### config.mk
export PLATFORM = sky130hd
export DESIGN_NAME = ram_stream_reader
export DESIGN_NICKNAME = d
export VERILOG_FILES = /design/src/rtl/ram_stream_reader.sv
export SDC_FILE = /design/constraint.sdc
export NUM_CORES = 1
export LEC_CHECK = 0
export CELL_PAD_IN_SITES_DETAIL_PLACEMENT = 1
export CELL_PAD_IN_SITES_GLOBAL_PLACEMENT = 1
export CORE_ASPECT_RATIO = 1.1
export CORE_MARGIN = 1.5
export CORE_UTILIZATION = 35
export CTS_CLUSTER_SIZE = 12
export DETAILED_ROUTE_END_ITERATION = 16
export GPL_ROUTABILITY_DRIVEN = 0
export HOLD_SLACK_MARGIN = 0.15
export PLACE_DENSITY_LB_ADDON = 0.1
export SYNTH_ARGS = -nofsm -noshare
export SYNTH_HDL_FRONTEND = slang
export SYNTH_SLANG_ARGS = --single-unit
### constraint.sdc
create_clock -name clk -period 2.9 [get_ports clk]
set_input_delay 0.58 -clock clk [delete_from_list [all_inputs] [get_ports clk]]
set_output_delay 0.58 -clock clk [all_outputs]
set_load 0.01 [all_outputs]
### src/rtl/ram_stream_reader.sv
// Streams a burst of words out of a registered-read RAM into a ready/valid port.
// Define RAM_STREAM_CLEAR_EN to add a CLEAR state that fills a RAM range with a constant.
module ram_stream_reader #(
    parameter int DATA_WIDTH    = 8,
    parameter int ADDRESS_WIDTH = 8,
    parameter int FIFO_DEPTH    = 2
) (
    input  logic                     clk,
    input  logic                     resetn,
    input  logic                     start,
    input  logic [ADDRESS_WIDTH-1:0] startAddr,
    input  logic [ADDRESS_WIDTH:0]   length,
    input  logic                     abort,
`ifdef RAM_STREAM_CLEAR_EN
    input  logic                     clearReq,
    input  logic [DATA_WIDTH-1:0]    clearData,
`endif
    output logic [ADDRESS_WIDTH-1:0] ramAddr,
    output logic                     ramWEn,
    output logic [DATA_WIDTH-1:0]    ramDataIn,
    input  logic [DATA_WIDTH-1:0]    ramDataOut,
    output logic [DATA_WIDTH-1:0]    outData,
    output logic                     outValid,
    input  logic                     outReady,
    output logic                     busy,
    output logic                     done
);

    localparam int PTR_W = $clog2(FIFO_DEPTH);
    localparam int CNT_W = $clog2(FIFO_DEPTH + 4);
    localparam logic [ADDRESS_WIDTH-1:0] ADDR_ONE = {{(ADDRESS_WIDTH-1){1'b0}}, 1'b1};
    localparam logic [ADDRESS_WIDTH:0]   LEN_ONE  = {{ADDRESS_WIDTH{1'b0}}, 1'b1};
    localparam logic [PTR_W-1:0]         PTR_ONE  = {{(PTR_W-1){1'b0}}, 1'b1};
    localparam logic [CNT_W-1:0]         CAPACITY = CNT_W'(FIFO_DEPTH);

`ifdef RAM_STREAM_CLEAR_EN
    typedef enum logic [1:0] {IDLE, READ, DRAIN, CLEAR} state_t;
`else
    typedef enum logic [1:0] {IDLE, READ, DRAIN} state_t;
`endif

    state_t                 state;
    logic [ADDRESS_WIDTH:0] remain;
    logic                   issueStage;
    logic                   returnStage;
    logic [DATA_WIDTH-1:0]  fifoMem [FIFO_DEPTH];
    logic [PTR_W-1:0]       wrPtr;
    logic [PTR_W-1:0]       rdPtr;
    logic [CNT_W-1:0]       fifoCount;
    logic [CNT_W-1:0]       load;
    logic                   pop;
    logic                   outFree;
    logic                   take;
    logic                   push;
    logic                   canIssue;

    // The output register is one extra slot behind the FIFO, which is what lets
    // a 2-deep buffer cover the 2-cycle RAM round trip at full throughput.
    assign pop      = outValid && outReady;
    assign outFree  = !outValid || pop;
    assign take     = outFree && (fifoCount != '0);
    assign push     = returnStage && !(outFree && (fifoCount == '0));
    assign load     = fifoCount + CNT_W'(outValid) + CNT_W'(issueStage)
                    + CNT_W'(returnStage) - CNT_W'(pop);
    assign canIssue = (load <= CAPACITY);
    assign busy     = (state != IDLE);

    always_ff @(posedge clk) begin
        if (push) begin
            fifoMem[wrPtr] <= ramDataOut;
        end
    end

    always_ff @(posedge clk) begin
        if (!resetn) begin
            wrPtr     <= '0;
            rdPtr     <= '0;
            fifoCount <= '0;
            outValid  <= 1'b0;
            outData   <= '0;
        end else if (abort) begin
            wrPtr     <= '0;
            rdPtr     <= '0;
            fifoCount <= '0;
            outValid  <= 1'b0;
        end else begin
            if (outFree) begin
                if (fifoCount != '0) begin
                    outData  <= fifoMem[rdPtr];
                    outValid <= 1'b1;
                    rdPtr    <= rdPtr + PTR_ONE;
                end else if (returnStage) begin
                    outData  <= ramDataOut;
                    outValid <= 1'b1;
                end else begin
                    outValid <= 1'b0;
                end
            end
            if (push) begin
                wrPtr <= wrPtr + PTR_ONE;
            end
            fifoCount <= fifoCount + CNT_W'(push) - CNT_W'(take);
        end
    end

`ifdef RAM_STREAM_CLEAR_EN
    logic                  wenReg;
    logic [DATA_WIDTH-1:0] wdataReg;
    assign ramWEn    = wenReg;
    assign ramDataIn = wdataReg;
`else
    assign ramWEn    = 1'b0;
    assign ramDataIn = '0;
`endif

    always_ff @(posedge clk) begin
        if (!resetn) begin
            state       <= IDLE;
            remain      <= '0;
            ramAddr     <= '0;
            issueStage  <= 1'b0;
            returnStage <= 1'b0;
            done        <= 1'b0;
`ifdef RAM_STREAM_CLEAR_EN
            wenReg      <= 1'b0;
            wdataReg    <= '0;
`endif
        end else begin
            done        <= 1'b0;
            issueStage  <= 1'b0;
            returnStage <= issueStage;
            if (abort) begin
                state       <= IDLE;
                remain      <= '0;
                returnStage <= 1'b0;
`ifdef RAM_STREAM_CLEAR_EN
                wenReg      <= 1'b0;
                wdataReg    <= '0;
`endif
            end else begin
                case (state)
                    IDLE: begin
                        if (start) begin
                            if (length == '0) begin
                                done <= 1'b1;
                            end else begin
                                ramAddr    <= startAddr;
                                issueStage <= 1'b1;
                                remain     <= length - LEN_ONE;
                                state      <= (length == LEN_ONE) ? DRAIN : READ;
                            end
`ifdef RAM_STREAM_CLEAR_EN
                        end else if (clearReq) begin
                            if (length == '0) begin
                                done <= 1'b1;
                            end else begin
                                ramAddr  <= startAddr;
                                wenReg   <= 1'b1;
                                wdataReg <= clearData;
                                remain   <= length - LEN_ONE;
                                state    <= CLEAR;
                            end
`endif
                        end
                    end
                    READ: begin
                        if (canIssue) begin
                            ramAddr    <= ramAddr + ADDR_ONE;
                            issueStage <= 1'b1;
                            remain     <= remain - LEN_ONE;
                            if (remain == LEN_ONE) begin
                                state <= DRAIN;
                            end
                        end
                    end
                    DRAIN: begin
                        if (pop && fifoCount == '0 && !issueStage && !returnStage) begin
                            state <= IDLE;
                            done  <= 1'b1;
                        end
                    end
`ifdef RAM_STREAM_CLEAR_EN
                    CLEAR: begin
                        if (remain == '0) begin
                            wenReg   <= 1'b0;
                            wdataReg <= '0;
                            state    <= IDLE;
                            done     <= 1'b1;
                        end else begin
                            ramAddr <= ramAddr + ADDR_ONE;
                            remain  <= remain - LEN_ONE;
                        end
                    end
`endif
                    default: state <= IDLE;
                endcase
            end
        end
    end

endmodule

# Word level (Yosys, flattened, before mapping)
# Memory sizes are Yosys's and may differ from the RTL's. A register that Yosys moved wholly into a read port is not among the register bits.
# Index checks and enable logic that the tools add are counted.
[classes] add_sub_neg=11 n_bitwise=2 n_eq_ne=9 n_lt_le_gt_ge=1 n_reduce_logical=25 mux=31
[op_table] cell="2-to-1 mux 8 bit" n=5
[op_table] cell="2-to-1 mux 9 bit" n=3
[op_table] cell="equality test 9 x 1 -> 1 bit (second input constant)" n=2
[op_table] cell="case mux 9 bit (2 select lines)" n=1
[op_table] cell="subtractor 9 x 1 -> 9 bit (second input constant)" n=2
[op_table] cell="case mux 8 bit (2 select lines)" n=1
[op_table] cell="adder 3 x 1 -> 3 bit" n=4
[op_table] cell="2-to-1 mux 1 bit" n=12
[op_table] cell="2-to-1 mux 2 bit" n=6
[op_table] cell="inequality test 2 bit (second input constant)" n=5
[op_table] cell="AND reduction 5 bit" n=2
[op_table] cell="zero test 9 bit" n=1
[op_table] cell="adder 8 x 1 -> 8 bit (second input constant)" n=1
[op_table] cell="logical AND 1 bit" n=7
[op_table] cell="case mux 2 bit (3 select lines)" n=1
[op_table] cell="nonzero test 2 bit" n=3
[op_table] cell="subtractor 3 x 1 -> 3 bit" n=2
[op_table] cell="zero test 1 bit" n=4
[op_table] cell="case mux 1 bit (2 select lines)" n=2
[op_table] cell="AND reduction 4 bit" n=1
[op_table] cell="<= comparator 3 x 2 -> 1 bit (second input constant)" n=1
[op_table] cell="zero test 3 bit" n=1
[op_table] cell="AND reduction 3 bit" n=1
[op_table] cell="nonzero test 3 bit" n=1
[op_table] cell="other kinds (8)" n=10
[word_totals] ff_bits=36 elab_cells=91 memories=1 out_inout_bits=28 ramBits=16
[mem_list] memory="fifoMem" words=2 width=8 read_ports=1 rd_clocked_by_memory_dff=1 write_ports=1 line="46" rtl="logic [DATA_WIDTH-1:0] fifoMem [FIFO_DEPTH];"

# Logic depth before layout (Yosys ltp)
# Gate-level depths: netlist (run 1).
[depth] word_depth=7 depth_mapped=13 mapped_depth_nobuf=12

# Worst setup path after synthesis (run 1)
# Ideal clock, no wire load.
[synth_path] path_type="input port to flip-flop" from="input outReady" to="register ramAddr[2]" arrival_time_ps=3006 required_ps=2770 cell_stages=13 n_path_buf=1 path_slack_ps=-237 setup_time_ps=130 cell_sequence="and2_1 -> ha_1 -> fa_1 -> inv_1 -> ha_1 -> inv_1 -> fa_1 -> xor2_1 -> xnor2_1 -> a22oi_1 -> buf_6 -> o211ai_2 -> o31ai_2"
[synth_between] elab_chain_len=5
[synth_lines] element="start, declared" line="24" rtl="input logic outReady,"
[synth_lines] element="logical AND 1 bit" line="59" rtl="assign pop = outValid && outReady;"
[synth_lines] element="subtractor 3 x 1 -> 3 bit" line="64" rtl="+ CNT_W'(returnStage) - CNT_W'(pop);"
[synth_lines] element="<= comparator 3 x 2 -> 1 bit" line="65" rtl="assign canIssue = (load <= CAPACITY);"
[synth_lines] element="inequality test 2 bit (no source line)"
[synth_lines] element="AND reduction 5 bit (no source line)"
[synth_lines] element="end signal, assigned" line="147" rtl="ramAddr <= startAddr;"
[synth_lines] element="end signal, assigned" line="168" rtl="ramAddr <= ramAddr + ADDR_ONE;"
[synth_lines] element="end, declared" line="18" rtl="output logic [ADDRESS_WIDTH-1:0] ramAddr,"
# Every way passes these cells.
# A chain may end at the register's enable or synchronous reset.

# Worst setup path in the final report (run 1)
[layout_path] from="input outReady" to="register state[0]"
[layout_between] elab_chain_len=6
[layout_lines] element="logical AND 1 bit *" line="59"
[layout_lines] element="branches (longest 4 deep; another with subtractor 3 x 1 -> 3 bit)"
[layout_lines] element="AND reduction 5 bit (no source line) *"
[layout_lines] element="end signal, assigned" line="150" rtl="state <= (length == LEN_ONE) ? DRAIN : READ;"
[layout_lines] element="end, declared" line="42" rtl="state_t state;"
# Mark *: on every way between the ends.

==> results_dict.tcl, run 1 <==
set metrics [dict create \
    min_to "outData[7]$_SDFFE_PN0P_" \
    dieArea_um2 9000 \
    clock-skew-final_ns 0.0112 \
    yosys_warnings 0 \
    grt_util_all_layers_pct 18.4 \
    layout-drive-gt1-share_pct 19.6 \
    io_pins 58 \
    r2r_cells 14 \
    synth-seq-cells 53 \
    area_growth_pct 32.6 \
    diodes 0 \
    fin_crit_ns 2.97 \
    slew_viol_final 0 \
    fp-row-count 34 \
    layoutNonFillerInstCount 500 \
    max_cap_violations 0 \
    io_buffers 48 \
    grt_overflow 0 \
    vias_per_cell 5.18 \
    drc 0 \
    setup_tns_ns -0.296 \
    core_um2 8040 \
    hpwlAfterDp_um 5760 \
    crit_fanout 3 \
    ys_seq_area_share_pct 41.3 \
    final-hold-violation-count 0 \
    die_w_um 90.6 \
    htreeDepth 2 \
    p_leak_nw 1.37 \
    crit_type "in2reg" \
    synth_cells 326 \
    setup_viol 12 \
    violations "negative setup slack" \
    tritoncts "done" \
    timing.rr.end "state[0]$_SDFFE_PP0P_" \
    finalPower_mw 2.39 \
    worst_setup_path_start_kind "primary input" \
    cts_buffers 5 \
    clock_sinks 53 \
    numPlacedInstances 486 \
    antenna_found_initial 0 \
    r2r-start "outValid$_SDFFE_PP0P_" \
    relSlewSlack_pct 34.8 \
    min-delay-start "outData[7]$_SDFFE_PN0P_" \
    fill_cells 922 \
    fmax_mhz 337 \
    synth_edf_count 16 \
    grt_start_max_net_pins 29 \
    syn_area_per_cell_um2 9.07 \
    drtIter0Drc 49 \
    placed_area_um2 3710 \
    syn_area_um2 2960 \
    hold_path_class "reg2reg" \
    tightest_slew_ns 0.971 \
    regToRegSetupSlack_ns -0.07 \
    peakVddDrop_v 0.000260 \
    synth.distinct_cells 63 \
    grt_pass1_vias 2701 \
    post_drt_wl_per_cell_um 15.7 \
    ctsRootBufferMaster "clkbuf_8" \
    grt_pass1_wl_um 13200 \
    worst_ep_required_time_ns 3.11 \
    fin_crit_sh_pct 102 \
    routed_wl_um 7860 \
    finalWorstSetupSlack_ns -0.0703 \
    min_path_cells 2 \
    clock_latency_ns 0.32 \
    worst_setup_path_end_kind "flop" \
    die_h_um 99.4 \
    ys.flop_type "dfxtp_1" \
    drt_first_pass_iters 4 \
    rsz0062_at_grt "true" \
    async_flop_share_pct 0 \
    vias 2592 \
    detail-route-antenna-nets 0 \
    cp.arrival_ns 3.18 \
    fin_area_um2 3920 \
    power_density_nw_per_um2 609 \
    path_clk_slew_ns 0.10 \
    fin_nets 434 \
    status "complete, but fails checks" \
    initial_core_util_pct 36.8 \
    ctsLongestPathBuffers 2 \
]
-- state kept, by name (all words and copies together) (netlist names), named ones only --
signal       cells
fifoMem         16
remain           9
outData          8
ramAddr          8
fifoCount        3
state            2
done             1
issueStage       1
outValid         1
rdPtr            1
returnStage      1
wrPtr            1
-- stage by stage --
step                hold slack, ns  utilization [%]  setup WS, ns
CTS                          0.465             48.7        -0.145
detailed placement           0.450             46.1        -0.863
global placement             0.441             46.1        -0.761
finish                       0.458             48.7       -0.0703
floorplan                    0.445                -        -0.105
global route                 0.494             48.7        -0.199
-- cells by family after synthesis --
group / Yosys count / share of synthesized area, %
AOI/OAI and AO/OA: 81 / 18.8
xor gates and xnor gates: 14 / 4.15
adders and majority gates: 13 / 6.27
buffers and inverters: 44 / 7.62
DFF: 53 / 41.3
muxes: 8 / 2.71
other: 1 / 0.127
and+or+nand+nor: 112 / 19.1
-- critical path: stages --
cell and delay (ns):
buf_6 0.09, and2_4 0.13, ha_4 0.23, fa_1 0.43, inv_1 0.07, ha_2 0.16, inv_2 0.04, fa_2 0.34
xor2_2 0.16, xnor2_2 0.26, buf_4 0.20, nand4_4 0.07, buf_4 0.15, o211ai_1 0.17, a21oi_1 0.09
-- Yosys cell counts (4+ instances only) --
master	n	area (um^2)
nor2b_1	4	25.0
clkbuf_1	8	30.0
xnor2_1	10	87.6
dfxtp_1	37	741
inv_1	19	71.3
edfxtp_1	16	480
buf_4	9	67.6
nand3_1	5	25.0
mux2i_1	8	80.1
or3_1	4	25.0
nor3_1	9	45.0
nand2_1	42	158
nor2_1	27	101
ha_1	10	125
xor2_1	4	35.0
a21oi_1	30	150
o211ai_1	13	97.6
o21ai_0	10	50.1
-- worst max-delay path by stage --
stage / from / endpoint / slack [ns] / cells after the start
2_1_floorplan: outReady / ramAddr[1]$_SDFFE_PN0P_ / -0.11 / 13
3_3_place_gp: outReady / ramAddr[1]$_SDFFE_PN0P_ / -0.76 / 14
3_5_place_dp: outReady / ramAddr[1]$_SDFFE_PN0P_ / -0.86 / 14
4_1_cts: outValid$_SDFFE_PP0P_ / state[1]$_SDFFE_PP0P_ / -0.15 / 13
5_1_grt: outValid$_SDFFE_PP0P_ / state[1]$_SDFFE_PP0P_ / -0.20 / 13
6_report: outReady / state[0]$_SDFFE_PP0P_ / -0.07 / 15
-- per-layer routing --
metal,GRT usage (%),wire [um],vias up
met5,0,0,-
met4,5.25,115,0
met3,3.13,183,9
met2,33.0,4030,41
met1,22.5,3530,1277
li1,-,-,1265
-- cell usage in the layout, fill, tap and decap left out, drive strengths merged, types with 2 or more instances in the layout --
cell,count
dfxtp,37
o211ai,14
clkbuf,5
a21oi,31
nand3,5
conb,9
a31oi,4
nand2b,3
o41ai,2
fa,3
xnor2,10
o31ai,2
nand4,2
mux2i,8
o221a,3
o32ai,2
o21ai,11
a31o,2
edfxtp,16
nor2b,4
ha,10
xor2,4
or3,4
nand3b,2
inv,20
nor3,10
o31a,3
nor2,29
clkdlybuf4s50,47
buf,27
nand2,42
-- layout make-up --
cell class,count,area [um^2],share of cell area (%)
Inverter,19,71.3,1.82
Clock inverter,3,25.0,0.639
Tap cell,108,135,3.45
Sequential cell,53,1220,31.2
Timing Repair Buffer,74,704,18.0
Clock buffer,5,68.8,1.76
Multi-Input combinational cell,238,1690,43.1
-- what timing repair did --
item | in CTS | in global routing
hold buffers | 0 | 0
setup endpoints to repair | 20 | 19
buffers inserted | 5 | 0
pin swaps | 18 | 4
gates resized for setup | 19 | 2
cloned | 1 | 0
-- power by group --
part           switching (mW)  internal [mW]  leakage (nW)
logic                   0.525          0.487         0.882
registers              0.0838          0.847         0.446
clock network           0.270          0.175        0.0447
total                   0.878           1.51          1.37
Power figures use the tool's default switching activity.
==> run 2, diff against run 1 <==
--- a/config.mk
+++ b/config.mk
@@ -10,6 +10,7 @@
 export CORE_ASPECT_RATIO = 1.1
 export CORE_MARGIN = 1.5
 export CORE_UTILIZATION = 35
+export CTS_BUF_LIST = sky130_fd_sc_hd__clkbuf_2
 export CTS_CLUSTER_SIZE = 12
 export DETAILED_ROUTE_END_ITERATION = 16
 export GPL_ROUTABILITY_DRIVEN = 0
==> run 2 against run 1 <==
  * The flow still finishes with violations (negative setup slack)
  * Clock-buffer cell count is the same
  * Combinational power hardly changed
  * Clock skew rose by 0.020 ns
  * Sequential power about the same
  * Highest routed layer unchanged
  * Worst setup slack got worse by 0.033 ns
  * Global-route usage is 0.57 points lower
  * Total power decreased by 6.0%
  * Sequential share of layout area up 0.29 points
==> results_dict.tcl, run 2 (synthesis results as in run 1) <==
set metrics [dict create \
    status "complete, but fails checks" \
    violations "negative setup slack" \
    wirelength_met1_um 3450 \
    io_pins 58 \
    numPlacedInstances 486 \
    timing.rr.end "state[1]$_SDFFE_PP0P_" \
    antenna_found_initial 0 \
    ctsLongestPathBuffers 2 \
    min_to "outData[7]$_SDFFE_PN0P_" \
    routed_wl_um 7680 \
    tightest_slew_ns 0.972 \
    dieArea_um2 9000 \
    regToRegSetupSlack_ns -0.08 \
    min_path_cells 2 \
    drc 0 \
    detail-route-antenna-nets 0 \
    peakVddDrop_v 0.000196 \
    area_growth_pct 31.4 \
    p_leak_nw 1.35 \
    grt_start_max_net_pins 29 \
    finalWorstSetupSlack_ns -0.103 \
    fp-row-count 34 \
    core_um2 8040 \
    layoutNonFillerInstCount 497 \
    ctsRootBufferMaster "clkbuf_2" \
    min-delay-start "outData[7]$_SDFFE_PN0P_" \
    diodes 0 \
    layout_commonest_cell "clkdlybuf4s50_1" \
    crit_fanout 3 \
    fin_crit_ns 3.00 \
    dr_wl_met2_um 4000 \
    final-hold-violation-count 0 \
    drtIter0Drc 51 \
    worst_setup_path_end_kind "flop" \
    fmax_mhz 333 \
    finalPower_mw 2.24 \
    hold_path_class "reg2reg" \
    power_density_nw_per_um2 578 \
    crit_type "in2reg" \
    r2r_cells 13 \
    setup_viol 15 \
    fin_crit_sh_pct 104 \
    htreeDepth 2 \
    relSlewSlack_pct 34.7 \
    fin_nets 431 \
    initial_core_util_pct 36.8 \
    fill_cells 918 \
    worst_setup_path_start_kind "primary input" \
    grt_pass1_vias 2630 \
    grt_util_all_layers_pct 17.8 \
    hpwlAfterDp_um 5760 \
    clock-skew-final_ns 0.0313 \
    max_cap_violations 0 \
    cts_hold_buf 0 \
    vias 2557 \
    largest_reg_flops 16 \
    slew_viol_final 0 \
    top_layer "met4" \
    clock_latency_ns 0.47 \
    utilization_pct 48.3 \
    io_buffers 48 \
    dr_wl_met3_um 142 \
    post_drt_wl_per_cell_um 15.5 \
    cp.arrival_ns 3.43 \
    largestRegisters "fifoMem x16, remain x9" \
    die_w_um 90.6 \
    tritoncts "done" \
    clock_sinks 53 \
    cts_buffers 5 \
    drt_first_pass_iters 4 \
    r2r-start "outValid$_SDFFE_PP0P_" \
    rsz0062_at_grt "true" \
    worst_ep_required_time_ns 3.32 \
    grt_overflow 0 \
    path_clk_slew_ns 0.28 \
    vias_per_cell 5.14 \
    layout_common_cells "clkdlybuf4s50_1, nand2_1, dfxtp_1" \
    layout-drive-gt1-share_pct 19.5 \
    top_register "fifoMem" \
    die_h_um 99.4 \
    grt_pass1_wl_um 12800 \
]
==> run 2: cell count changes in the layout (fill, tap and decap cells not counted), moves of 3 or more <==
cell      previous run  this run
clkbuf_2             0         5
clkbuf_8             5         0
buf_4               22        18
o21ai_1              7         4
o21ai_2              0         3
==> run 2: worst max path at each step <==
stage	from	slack [ns]	endpoint
after floorplan	outReady	-0.11	ramAddr[1]$_SDFFE_PN0P_
after global placement	outReady	-0.76	ramAddr[1]$_SDFFE_PN0P_
after CTS	outValid$_SDFFE_PP0P_	-0.13	remain[8]$_SDFFE_PP0P_
final	outReady	-0.10	state[1]$_SDFFE_PP0P_
after global routing	outValid$_SDFFE_PP0P_	-0.19	state[1]$_SDFFE_PP0P_
after detailed placement	outReady	-0.86	ramAddr[1]$_SDFFE_PN0P_
==> run 2: cell type report <==
type	count	area [um^2]	share of cell area, %
timing repair buffer	72	707	18.2
clock buffer	5	25.0	0.645
inverter	19	71.3	1.84
tap	108	135	3.48
sequential	53	1220	31.5
multi-input combinational	237	1700	43.7
clock inverter	3	25.0	0.645
==> run 2: critical path, cell delays in order <==
cell and delay, ns:
dlygate4sd2_1 0.25, and2_4 0.17, ha_4 0.23, fa_1 0.43, inv_1 0.07, ha_2 0.16
inv_2 0.04, fa_2 0.34, xor2_2 0.16, xnor2_2 0.27, buf_4 0.19, nand4_4 0.08
a221o_1 0.35, a21oi_2 0.11
==> run 2: routing by layer <==
| metal | vias to the layer above | GRT usage (%) |
|---|---|---|
| met5 | - | 0 |
| met4 | 0 | 5.13 |
| met3 | 6 | 2.83 |
| met2 | 33 | 31.9 |
| met1 | 1261 | 22.0 |
| li1 | 1257 | - |
==> run 2: metrics by stage <==
stage | setup TNS [ns] | instance area (um^2) | hold slack, ns | setup WS, ns
2_1_floorplan | -1.06 | 3080 | 0.445 | -0.105
3_3_place_gp | -13.14 | 3710 | 0.441 | -0.761
3_5_place_dp | -14.53 | 3710 | 0.450 | -0.863
5_1_grt | -2.12 | 3880 | 0.503 | -0.186
6_report | -0.628 | 3880 | 0.472 | -0.103
4_1_cts | -1.02 | 3820 | 0.477 | -0.130
==> run 2: repair_timing <==
item | 4_1_cts | 5_1_grt
gates resized for setup | 13 | 10
cloned | 0 | 0
buffers inserted | 2 | 1
setup endpoints to repair | 19 | 19
pin swaps | 11 | 8
==> run 2: where the power goes <==
group / switching [mW] / internal [mW] / leakage (nW)
registers: 0.0837 / 0.849 / 0.446
clock network: 0.260 / 0.0644 / 0.0296
logic: 0.514 / 0.473 / 0.877
total: 0.859 / 1.39 / 1.35
